File: src/rtl/rd_xfer_arbiter_if.sv
// Bundle of request-side and synchronizer-side signals for rd_xfer_arbiter.
// The slave modport is the arbiter's view; the master modport is the view of
// the logic that drives requests and the far-domain acknowledge.
interface rd_xfer_arbiter_if;
  logic         ENABLE;
  logic [3:0]   REQ;
  logic [127:0] DATA;
  logic         XFER_ACK;
  logic [31:0]  XFER_DATA;
  logic [1:0]   XFER_TAG;
  logic         XFER_TOG;
  logic [3:0]   DONE;
  logic [3:0]   ERR;
  logic         BUSY;

  modport slave (
    input  ENABLE, REQ, DATA, XFER_ACK,
    output XFER_DATA, XFER_TAG, XFER_TOG, DONE, ERR, BUSY
  );

  modport master (
    output ENABLE, REQ, DATA, XFER_ACK,
    input  XFER_DATA, XFER_TAG, XFER_TOG, DONE, ERR, BUSY
  );
endinterface

File: src/rtl/rd_xfer_arbiter.sv
// Round-robin arbiter feeding four requesters into one 32-bit toggle-handshake
// synchronizer channel. A winner's word and tag are launched, held for
// SETUP_CYCLES, then the request toggle flips and the arbiter waits for the
// far side's ack toggle to match (DONE) or for the timeout to expire (ERR).
module rd_xfer_arbiter #(
  parameter int SETUP_CYCLES = 4,
  parameter int TIMEOUT      = 1023
) (
  input  logic               CLK,
  input  logic               RSTN,
  rd_xfer_arbiter_if.slave   bus
);

  typedef enum logic [1:0] {
    IDLE     = 2'd0,
    SETUP    = 2'd1,
    WAIT_ACK = 2'd2,
    FINISH   = 2'd3
  } state_t;

  // Setup counter value in the last SETUP cycle.
  localparam logic [3:0] SETUP_LAST = 4'(SETUP_CYCLES - 1);
  // Timeout counter value in the TIMEOUT-th WAIT_ACK cycle (counter starts at 0).
  localparam logic [9:0] TMO_LAST   = 10'(TIMEOUT - 1);

  state_t      state_reg;
  logic [31:0] xfer_data_reg;
  logic [1:0]  xfer_tag_reg;
  logic        xfer_tog_reg;
  logic [3:0]  done_reg;
  logic [3:0]  err_reg;
  logic        busy_reg;
  logic [1:0]  last_reg;
  logic [3:0]  setup_cnt_reg;
  logic [9:0]  tmo_cnt_reg;

  logic [31:0] req_word [4];
  logic        grant_found;
  logic [1:0]  grant_idx;
  logic [1:0]  cand;

  // Split the flat data bus into per-requester words.
  genvar gi;
  generate
    for (gi = 0; gi < 4; gi++) begin : g_word
      assign req_word[gi] = bus.DATA[32*gi +: 32];
    end
  endgenerate

  // Round-robin pick: first requesting index at or after last_reg+1 (mod 4).
  always_comb begin
    grant_found = 1'b0;
    grant_idx   = 2'd0;
    cand        = 2'd0;
    for (int k = 0; k < 4; k++) begin
      cand = last_reg + 2'(k + 1);
      if (!grant_found && bus.REQ[cand]) begin
        grant_found = 1'b1;
        grant_idx   = cand;
      end
    end
  end

  // Transfer FSM with all outputs registered.
  always_ff @(posedge CLK) begin
    if (!RSTN) begin
      state_reg     <= IDLE;
      xfer_data_reg <= 32'd0;
      xfer_tag_reg  <= 2'd0;
      xfer_tog_reg  <= 1'b0;
      done_reg      <= 4'd0;
      err_reg       <= 4'd0;
      busy_reg      <= 1'b0;
      last_reg      <= 2'd3;
      setup_cnt_reg <= 4'd0;
      tmo_cnt_reg   <= 10'd0;
    end else begin
      case (state_reg)
        IDLE: begin
          if (bus.ENABLE && grant_found) begin
            xfer_data_reg <= req_word[grant_idx];
            xfer_tag_reg  <= grant_idx;
            last_reg      <= grant_idx;
            setup_cnt_reg <= 4'd0;
            busy_reg      <= 1'b1;
            state_reg     <= SETUP;
          end
        end
        SETUP: begin
          if (setup_cnt_reg == SETUP_LAST) begin
            xfer_tog_reg <= ~xfer_tog_reg;
            tmo_cnt_reg  <= 10'd0;
            state_reg    <= WAIT_ACK;
          end else if (setup_cnt_reg != 4'hF) begin
            setup_cnt_reg <= setup_cnt_reg + 4'd1;
          end
        end
        WAIT_ACK: begin
          // A match beats a simultaneous timeout.
          if (bus.XFER_ACK == xfer_tog_reg) begin
            done_reg  <= 4'b0001 << xfer_tag_reg;
            state_reg <= FINISH;
          end else if (tmo_cnt_reg == TMO_LAST) begin
            err_reg   <= 4'b0001 << xfer_tag_reg;
            state_reg <= FINISH;
          end else if (tmo_cnt_reg != 10'h3FF) begin
            tmo_cnt_reg <= tmo_cnt_reg + 10'd1;
          end
        end
        FINISH: begin
          // One pulse cycle, then back to IDLE without granting here.
          done_reg  <= 4'd0;
          err_reg   <= 4'd0;
          busy_reg  <= 1'b0;
          state_reg <= IDLE;
        end
        default: begin
          busy_reg  <= 1'b0;
          state_reg <= IDLE;
        end
      endcase
    end
  end

  assign bus.XFER_DATA = xfer_data_reg;
  assign bus.XFER_TAG  = xfer_tag_reg;
  assign bus.XFER_TOG  = xfer_tog_reg;
  assign bus.DONE      = done_reg;
  assign bus.ERR       = err_reg;
  assign bus.BUSY      = busy_reg;

endmodule

File: src/flat_wrapper.sv
// flat-port wrapper written by rule: the top's interface ports become plain ports
module rd_xfer_arbiter_flat 
#(
  parameter int SETUP_CYCLES = 4,
  parameter int TIMEOUT      = 1023
)
  (CLK, RSTN, bus_ENABLE, bus_REQ, bus_DATA, bus_XFER_ACK, bus_XFER_DATA, bus_XFER_TAG, bus_XFER_TOG, bus_DONE, bus_ERR, bus_BUSY);
  rd_xfer_arbiter_if bus_i ();
  input  logic CLK;
  input  logic RSTN;
  input wire logic [$bits(bus_i.ENABLE)-1:0] bus_ENABLE;
  input wire logic [$bits(bus_i.REQ)-1:0] bus_REQ;
  input wire logic [$bits(bus_i.DATA)-1:0] bus_DATA;
  input wire logic [$bits(bus_i.XFER_ACK)-1:0] bus_XFER_ACK;
  output wire logic [$bits(bus_i.XFER_DATA)-1:0] bus_XFER_DATA;
  output wire logic [$bits(bus_i.XFER_TAG)-1:0] bus_XFER_TAG;
  output wire logic [$bits(bus_i.XFER_TOG)-1:0] bus_XFER_TOG;
  output wire logic [$bits(bus_i.DONE)-1:0] bus_DONE;
  output wire logic [$bits(bus_i.ERR)-1:0] bus_ERR;
  output wire logic [$bits(bus_i.BUSY)-1:0] bus_BUSY;
  assign bus_i.ENABLE = bus_ENABLE;
  assign bus_i.REQ = bus_REQ;
  assign bus_i.DATA = bus_DATA;
  assign bus_i.XFER_ACK = bus_XFER_ACK;
  assign bus_XFER_DATA = bus_i.XFER_DATA;
  assign bus_XFER_TAG = bus_i.XFER_TAG;
  assign bus_XFER_TOG = bus_i.XFER_TOG;
  assign bus_DONE = bus_i.DONE;
  assign bus_ERR = bus_i.ERR;
  assign bus_BUSY = bus_i.BUSY;
  rd_xfer_arbiter #(.SETUP_CYCLES(SETUP_CYCLES), .TIMEOUT(TIMEOUT)) u_core (.CLK(CLK), .RSTN(RSTN), .bus(bus_i));
endmodule
File: config.mk
export PLATFORM = sky130hd
export DESIGN_NAME = rd_xfer_arbiter_flat
export DESIGN_NICKNAME = d
export VERILOG_FILES = /design/src/rtl/rd_xfer_arbiter_if.sv /design/src/rtl/rd_xfer_arbiter.sv /design/src/flat_wrapper.sv
export SDC_FILE = /design/constraint.sdc
export NUM_CORES = 1
export LEC_CHECK = 0
export ABC_AREA = 1
export ABC_CLOCK_PERIOD_IN_PS = 2700
export CORE_MARGIN = 2
export CORE_UTILIZATION = 36
export CTS_BUF_LIST = sky130_fd_sc_hd__clkbuf_2
export DETAILED_ROUTE_END_ITERATION = 12
export GPL_ROUTABILITY_DRIVEN = 0
export PLACE_DENSITY = 0.66
export SLEW_MARGIN = 25
export SYNTH_ARGS = -nofsm -noshare
export SYNTH_HDL_FRONTEND = slang
export SYNTH_SLANG_ARGS = --single-unit
export TNS_END_PERCENT = 20
File: constraint.sdc
create_clock -name CLK -period 2.7 [get_ports CLK]
set_clock_uncertainty 0.1 [all_clocks]
set_input_delay 0.405 -clock CLK [delete_from_list [all_inputs] [get_ports CLK]]
set_output_delay 0.405 -clock CLK [all_outputs]
set_load 0.02 [all_outputs]
==> results.yml, run 1 <==
setup_path:
  critPathLaunchType: "register"
  timing.rr.start: "u_core.last_reg[0]"
  ff2ff_path_depth: 12
  cp.required_ns: 3.04
  crit_cells: 12
  critPathSlowestCell: "dfxtp_2"
  path_buf_inv: 2
  endpoint_kind: "register"
  r2r_end: "u_core.bus.XFER_DATA[4]"
  criticalPathCategory: "register to register"
  cp.arrival_ns: 2.65
  critical_path.top_delay_family: "simple AND/OR/NAND/NOR gates"
  crit_fanout: 21
  r2r_slack_ns: 0.39
  slowest_delay_ns: 0.49
  crit_chain: "inv_4, nand2_1, nand2_1, nor2_1, nor2_1, nand3_4, nand3_2, buf_4, nand2_1, nand2_1, nor2_1, nor2_1"
logic_synthesis:
  synth_area_um2: 4390
  avgSynthCellArea_um2: 6.05
  synth_edf_count: 0
  async_flop_share_pct: 0
  ys_warn_count: 0
  ys_seq_area_share_pct: 28.3
  synth_seq_cells: 62
  syn-instance-count: 725
  syn_nets: 869
  yosysUniqueCellTypes: 31
  synth_ff_type: "dfxtp_1"
layout:
  layout.cells.non_filler: 1043
  antenna_cells: 0
  final_area_um2: 6430
  final_common_cell: "nand2_1"
  finalNetCount: 1035
  drive_gt1_share_pct: 5.58
  fill_cells: 1211
  largest_register_ffs: 32
  syn2layout_area_growth_pct: 46.7
  layout_common_cells: "201 x nand2_1, 178 x clkdlybuf4s50_1, 129 x inv_1"
cts:
  htreeDepth: 3
  ctsResizeCount: 0
  clockBufferDepth: 2
  clock-sinks: 62
  clockRootBuffer: "clkbuf_2"
  cts_buffers: 9
  post_cts_buffers: 0
  insertion_delay_ns: 0.52
  clk_transition_reported_paths_ns: 0.19
  hold_buffers: 0
  cts_tree: "done"
placement:
  io_buffers: 179
  place_area_um2: 6270
  place_hpwl_um: 10700
  dpl.cell_count: 1027
worst_hold_path:
  holdPathStages: 4
  whs_endpoint: "u_core.bus.XFER_DATA[8]"
  hold_class: "input port to register"
  min_from: "RSTN"
timing:
  period_needed_ns: 2.31
  maxSlewHeadroom_pct: 66.5
  max_freq_ghz: 0.433
  final_hold_viol_count: 0
  worst_slew_pin_slew_ns: 0.502
  finalCritPeriodShare_pct: 85.6
  hold_ws_ns: 0.276
  setup_viol: 0
  slew_viol_final: 0
  rsz0062_at_grt: "false"
outcome:
  status: "completed"
run:
  maxCapViolCount: 0
global_routing:
  grt_usage_pct: 21.7
  grt_pass1_wl_um: 22800
  grt_pass1_vias: 4814
  overflow: 0
  grt_start_max_net_pins: 41
  antenna_found_initial: 0
detailed_routing:
  ant_nets: 0
  top_layer_used: "met4"
  wl_um: 14000
  detail_route.wl_per_cell_um: 13.4
  dr.first_iter.drc_count: 278
  via_count: 5087
  drcViolationCount: 0
  dr.pass1.iters: 5
  vias_per_cell: 4.88
  wl_met2_um: 6750
  wl_met3_um: 772
  wl_met1_um: 6210
power:
  p_leak_uw: 0.00317
  comb_power_share_pct: 71.2
  p_per_area_nw_per_um2: 1200
  netSwitchingPower_uw: 3980
  swShare_pct: 51.7
  power.share.sequential_pct: 18.8
  clkPwrFrac_pct: 10.1
  peakVddDrop_uv: 748
  power.internal_uw: 3720
floorplanning:
  start_util_pct: 36.7
  dieArea_um2: 13100
  dieWidth_um: 114
  die_y_um: 114
  fp.coreArea_um2: 12000
  rows: 40
  io_pins: 180
-- synth_stat cells, types with 4 or more instances --
master | count | share of area [%]
a21oi_1 | 16 | 1.8
buf_2 | 10 | 1.1
buf_6 | 10 | 2.6
clkbuf_1 | 18 | 1.5
dfxtp_1 | 62 | 28
ha_1 | 8 | 2.3
inv_1 | 129 | 11
inv_2 | 6 | 0.51
nand2_1 | 201 | 17
nand2_2 | 4 | 0.57
nand3_1 | 73 | 8.3
nand4_1 | 44 | 6.3
nor2_1 | 53 | 4.5
nor3_1 | 10 | 1.1
o21a_1 | 32 | 5.5
o21ai_0 | 17 | 1.9
o21ai_1 | 13 | 1.5
-- per-stage QoR --
stage | TNS, ns | worst slack, ns | total power, uW | utilization [%]
2_1_floorplan | 0 | 0.790 | 5440 | -
3_3_place_gp | -0.00908 | -0.00908 | 6880 | 52.4
3_5_place_dp | -0.387 | -0.0577 | 6960 | 52.4
4_1_cts | 0 | 0.166 | 7760 | 53.8
5_1_grt | 0 | 0.0724 | 8460 | 53.8
6_report | 0 | 0.389 | 7700 | 53.8
-- final cells by class --
type	instances	area, um^2	share of cell area, %
clock inverter	6	110	1.71
tap	147	184	2.86
sequential	62	1240	19.3
inverter	136	515	8.01
timing repair buffer	194	1940	30.1
multi-input combinational	488	2390	37.2
clock buffer	10	50.0	0.778
-- per-layer routing --
metal | global-route usage, % | vias to the layer above
met3 | 4.18 | 21
met5 | 0 | -
met1 | 26.7 | 2271
met2 | 37.7 | 171
li1 | - | 2624
met4 | 7.24 | 0
-- how the worst max path moves through the flow --
stage | endpoint | from | slack [ns]
global placement | u_core.bus.XFER_DATA[4] | bus_REQ[3] | -0.009
detailed placement | u_core.bus.XFER_DATA[4] | bus_REQ[3] | -0.06
CTS | u_core.bus.XFER_DATA[4] | u_core.last_reg[0] | 0.17
global route | u_core.bus.XFER_DATA[26] | u_core.last_reg[0] | 0.07
floorplan | u_core.tmo_cnt_reg[5] | u_core.state_reg[0] | 0.79
finish | u_core.bus.XFER_DATA[4] | u_core.last_reg[0] | 0.39
-- cell families (layout without fill, tap and decap cells) --
logic type,Yosys count,after routing,share of synthesized area (%)
buffers and inverters,175,346,17.1
AOI/OAI and AO/OA,85,85,12.0
DFF,62,62,28.3
adders and majority gates,8,8,2.28
xor gates and xnor gates,3,3,0.599
and+or+nand+nor,392,392,39.7
-- power groups by stage --
stage	clock network [uW]	logic, uW	registers [uW]
6_report	775	5480	1450
5_1_grt	834	6130	1490
4_1_cts	794	5520	1450
3_5_place_dp	0	5500	1460
3_3_place_gp	0	5420	1460
2_1_floorplan	0	3720	1720
-- worst register-to-register path: cells and delay by family (launching register included) --
family / cells / cell delay [ns]
DFF: 1 / 0.49
buffers and inverters: 2 / 0.45
and+or+nand+nor: 10 / 1.21
No activity file was read; power rests on OpenSTA's default activity.
==> run 2, diff against run 1 <==
Settings changed: ABC_AREA 1 to not set, PLACE_DENSITY 0.66 to 0.68.
==> run 2 against run 1 <==
Against the previous run: worst hold slack gained 0.095 ns; critical path type unchanged; critical path depth shrank 5; via count shrank 18%; total power shrank 51%.
==> results.yml, run 2 <==
outcome:
  status: "completed"
setup_path:
  crit_fanout: 8
  ff2ff_path_depth: 7
  crit_chain: "inv_1, ha_1, and2_1, a221oi_2, nand2_1, or3_1, a21oi_1"
  cp.arrival_ns: 2.57
  critPathLaunchType: "register"
  criticalPathCategory: "register to register"
  slowest_delay_ns: 0.43
  r2r_end: "u_core.setup_cnt_reg[3]"
  cp.required_ns: 3.08
  r2r_slack_ns: 0.51
  timing.rr.start: "u_core.state_reg[1]"
  critPathSlowestCell: "a221oi_2"
  endpoint_kind: "register"
cts:
  hold_buffers: 0
  clockRootBuffer: "clkbuf_2"
  clk_transition_reported_paths_ns: 0.20
  cts_buffers: 9
  insertion_delay_ns: 0.53
  ctsResizeCount: 0
  post_cts_buffers: 0
  clock-sinks: 62
  cts_tree: "done"
  htreeDepth: 3
  clockBufferDepth: 2
worst_hold_path:
  whs_endpoint: "u_core.bus.ERR[3]"
  hold_class: "register to register"
  holdPathStages: 2
  min_from: "u_core.bus.ERR[3]"
power:
  swShare_pct: 41.0
  fin_total_pwr_uw: 3760
  comb_power_share_pct: 51.9
  p_per_area_nw_per_um2: 622
  power.share.sequential_pct: 32.6
  netSwitchingPower_uw: 1540
  p_leak_uw: 0.00214
  clkPwrFrac_pct: 15.6
  peakVddDrop_uv: 338
  power.internal_uw: 2220
layout:
  layout_common_cells: "179 x clkdlybuf4s50_1, 62 x dfxtp_1, 52 x nand2_1"
  seq_area_um2: 1240
  finalNetCount: 759
  final_common_cell: "clkdlybuf4s50_1"
  fill_cells: 1025
  largest_register_ffs: 32
  syn2layout_area_growth_pct: 50.4
  drive_gt1_share_pct: 11.3
  post-route-util_pct: 55.6
  multi_input_area_um2: 2570
timing:
  setup_viol: 0
  period_needed_ns: 2.19
  finalCritPeriodShare_pct: 81.0
  slew_viol_final: 0
  max_freq_ghz: 0.457
  maxSlewHeadroom_pct: 54.0
  rsz0062_at_grt: "false"
  worst_slew_pin_slew_ns: 0.687
  fin_tns_setup_ns: 0
  final_hold_viol_count: 0
placement:
  io_buffers: 179
  place_hpwl_um: 10100
floorplanning:
  fp.coreArea_um2: 10900
  io_pins: 180
  dieArea_um2: 12000
  dieWidth_um: 110
  rows: 38
  start_util_pct: 36.9
  die_y_um: 110
logic_synthesis:
  async_flop_share_pct: 0
  synth_most_common_cell: "dfxtp_1"
  synth_common_cells: "62 x dfxtp_1, 52 x nand2_1, 36 x mux2i_1"
  synth_ff_type: "dfxtp_1"
  synth_area_um2: 4020
  ys_warn_count: 0
  synth_top_cell_area_share_pct: 30.9
  ys_top_cells_by_area: "dfxtp_1 31%, mux2i_1 9.0%, and4_1 7.2%"
  ys_seq_area_share_pct: 30.9
  syn-instance-count: 452
  synth_edf_count: 0
  synth_seq_cells: 62
  yosysUniqueCellTypes: 53
  synth_area_leader_cell: "dfxtp_1"
  avgSynthCellArea_um2: 8.90
  syn_nets: 596
global_routing:
  grt_start_max_net_pins: 34
  antenna_found_initial: 1
  grt_pass1_wl_um: 20900
  grt_pass1_vias: 4116
  grt_usage_pct: 22.4
  overflow: 0
detailed_routing:
  wl_um: 14000
  drcViolationCount: 0
  ant_nets: 0
  vias_per_cell: 5.46
  dr.first_iter.drc_count: 160
  via_count: 4158
  dr.pass1.iters: 5
  detail_route.wl_per_cell_um: 18.4
run:
  maxCapViolCount: 0
-- run 2: changes by cell type after synthesis, sizes merged, moves of 31 or more --
cell	previous run	this run
nand2	205	52
inv	136	7
nand3	77	15
nand4	44	2
mux2i	0	36
and4	0	33
o31a	0	32
nor2	54	23
o211ai	2	33
-- run 2: how the worst max path moves through the flow --
stage,startpoint,endpoint,slack [ns],cells past startpoint
3_5_place_dp,bus_REQ[1],u_core.bus.XFER_DATA[0],0.12,5
5_1_grt,u_core.state_reg[1],u_core.setup_cnt_reg[3],0.28,7
2_1_floorplan,u_core.state_reg[1],u_core.setup_cnt_reg[3],0.69,8
6_report,u_core.state_reg[1],u_core.setup_cnt_reg[3],0.51,7
3_3_place_gp,bus_REQ[3],u_core.bus.XFER_DATA[4],0.13,6
4_1_cts,u_core.state_reg[1],u_core.setup_cnt_reg[3],0.50,7
-- run 2: layer usage --
| layer | GRT usage, % | share of wire (%) | routed length [um] |
|---|---|---|---|
| met1 | 26.1 | 40 | 5560 |
| met3 | 5.39 | 7.4 | 1030 |
| met4 | 9.40 | 2.3 | 319 |
| met5 | 0 | 0 | 0 |
| met2 | 39.2 | 51 | 7100 |
-- run 2: cell families after synthesis --
logic type                 count (synthesis)  share of synthesized area [%]
DFF                                       62                           30.9
xor gates and xnor gates                  12                           2.80
AOI/OAI and AO/OA                        139                           27.6
adders and majority gates                  8                           2.49
and+or+nand+nor                          148                           21.0
muxes                                     38                           9.52
buffers and inverters                     45                           5.82
-- run 2: critical path: cells and delay by family, from the launching register on --
family                   cells  cell delay [ns]
flip-flops                   1             0.42
AND/OR/NAND/NOR              3             0.69
AO/OA/AOI/OAI                2             0.57
adder cells (fa/ha/maj)      1             0.29
buffers and inverters        1             0.09
-- run 2: final cells by class --
cell class,count,area share [%]
diodes,1,0.0414
clock buffers,9,0.745
clock inverters,7,1.08
inverters,7,0.434
multi-input cells,345,42.5
flip-flops and latches,62,20.5
well taps,140,2.90
repair buffers,190,31.8
-- run 2: power by group through the flow --
stage / logic (uW) / registers, uW / clock network, uW
floorplan: 1030 / 1410 / 0
global placement: 1920 / 1240 / 0
detailed placement: 1950 / 1250 / 0
CTS: 1960 / 1230 / 614
global route: 2100 / 1250 / 638
finish: 1950 / 1220 / 585
-- run 2: per-stage QoR --
stage	hold WS (ns)	setup slack [ns]	cell area, um^2	std cells
2_1_floorplan	0.363	0.690	4020	452
3_3_place_gp	0.350	0.134	5930	744
3_5_place_dp	0.355	0.118	5930	744
4_1_cts	0.363	0.502	6040	760
5_1_grt	0.398	0.277	6050	761
6_report	0.371	0.512	6050	761
==> run 3, diff against run 2 <==
Settings changed: ABC_CLOCK_PERIOD_IN_PS 2700 to 2100.
Clock period 2.7 ns to 2.1 ns, I/O delays scaled along.
==> run 3 against run 2 <==
Against the previous run: routed wire length is 3.9% higher; die area stayed put; core utilization is 2.3 points higher; via count is 3.0% higher; final area is 4.2% higher; non-clock buffer count is 20 higher; largest power group unchanged; worst hold slack worse by 0.053 ns; total power is 37% higher; maximum frequency is 11% higher.
==> results.yml, run 3 (same netlist as run 2, synthesis figures left out) <==
timing:
  setup_viol: 0
  worst_slew_pin_slew_ns: 0.699
  final_hold_viol_count: 0
  slew_viol_final: 0
  period_needed_ns: 1.98
  hold_ws_ns: 0.318
  maxSlewHeadroom_pct: 52.8
  finalCritPeriodShare_pct: 94.2
  fin_tns_setup_ns: 0
  max_freq_ghz: 0.506
layout:
  finalNetCount: 780
  final_area_um2: 6300
  drive_gt1_share_pct: 15.3
  post-route-util_pct: 57.9
  largest_register_ffs: 32
  syn2layout_area_growth_pct: 56.7
  layout_common_cells: "176 x clkdlybuf4s50_1, 60 x dfxtp_1, 52 x nand2_1"
  final_common_cell: "clkdlybuf4s50_1"
detailed_routing:
  vias_per_cell: 5.47
  wl_um: 14500
  via_count: 4281
  drcViolationCount: 0
  ant_nets: 0
  dr.pass1.iters: 4
  detail_route.wl_per_cell_um: 18.6
  dr.first_iter.drc_count: 246
cts:
  cts_tree: "done"
  cts_buffers: 9
  post_cts_buffers: 0
  hold_buffers: 0
  htreeDepth: 3
  insertion_delay_ns: 0.54
  clock-sinks: 62
  clockRootBuffer: "clkbuf_2"
  clk_transition_reported_paths_ns: 0.22
  clockBufferDepth: 2
setup_path:
  crit_fanout: 6
  cp.required_ns: 2.40
  ff2ff_path_depth: 7
  endpoint_kind: "register"
  criticalPathCategory: "register to register"
  cp.arrival_ns: 2.28
  r2r_slack_ns: 0.12
  critPathLaunchType: "register"
placement:
  place_hpwl_um: 10300
  place_area_um2: 6100
  io_buffers: 179
floorplanning:
  dieArea_um2: 12000
  die_y_um: 110
  rows: 38
  start_util_pct: 36.9
  dieWidth_um: 110
  io_pins: 180
  fp.coreArea_um2: 10900
power:
  p_leak_uw: 0.00233
  fin_total_pwr_uw: 5160
  peakVddDrop_uv: 430
  p_per_area_nw_per_um2: 818
worst_hold_path:
  hold_class: "input port to register"
  holdPathStages: 3
outcome:
  status: "completed"
global_routing:
  overflow: 0
  grt_pass1_wl_um: 21000
  grt_start_max_net_pins: 34
  grt_pass1_vias: 4204
  antenna_found_initial: 1
  grt_usage_pct: 22.7
run:
  maxCapViolCount: 0
run 3: cell count changes in the layout (fill, tap and decap cells not counted), moves of 2 or more:
cell	previous run	this run
buf_12	4	6
buf_4	7	25
clkdlybuf4s50_1	179	176
dfxtp_1	62	60
dfxtp_2	0	2
dlymetal6s2s_1	0	3
o21ai_2	31	33
run 3: worst max-delay path, cell delays in order, from the launching register on:
cell and delay (ns):
dfxtp_2 0.44, inv_1 0.06, ha_1 0.20, nor2_1 0.22, o31ai_4 0.12, a2111oi_1 0.49
xnor2_1 0.17, nor2_1 0.05
run 3: repair_timing:
| action | 4_1_cts | 5_1_grt |
|---|---|---|
| gates cloned | 0 | 1 |
| resized for setup | 1 | 11 |
| endpoints found under the setup margin | 1 | 44 |
run 3: cell type report:
class                      instances  area [um^2]
clock buffer                       9         45.0
sequential                        62         1240
clock inverter                     6         87.6
fill                             994         4590
inverter                           7         26.3
tap                              140          175
multi-input combinational        346         2610
timing repair buffer             210         2110
antenna                            2         5.00
run 3: path summary, 6_finish.rpt:
check	from	endpoint
max	u_core.tmo_cnt_reg[0]	u_core.tmo_cnt_reg[5]
min	bus_DATA[103]	u_core.bus.XFER_DATA[7]
max reg2reg	u_core.tmo_cnt_reg[0]	u_core.tmo_cnt_reg[5]
min reg2reg	u_core.bus.ERR[3]	u_core.bus.ERR[3]
run 3: layer usage:
metal	global-route usage, %	vias to the layer above	routed length (um)
li1	-	2076	-
met1	25.6	2053	5990
met2	39.5	128	7250
met3	6.11	24	958
met4	10.5	0	347
met5	0	-	0
run 3: metrics by stage:
step	cells	setup slack [ns]
finish	782	0.122
global route	781	-0.0288
CTS	779	0.0128
detailed placement	764	-0.361
global placement	764	-0.314
floorplan	452	0.0905
run 3: power by group:
group | internal, uW | switching (uW) | total [uW]
registers | 1420 | 156 | 1570
logic | 1300 | 1400 | 2710
clock network | 384 | 492 | 876
total | 3100 | 2050 | 5160
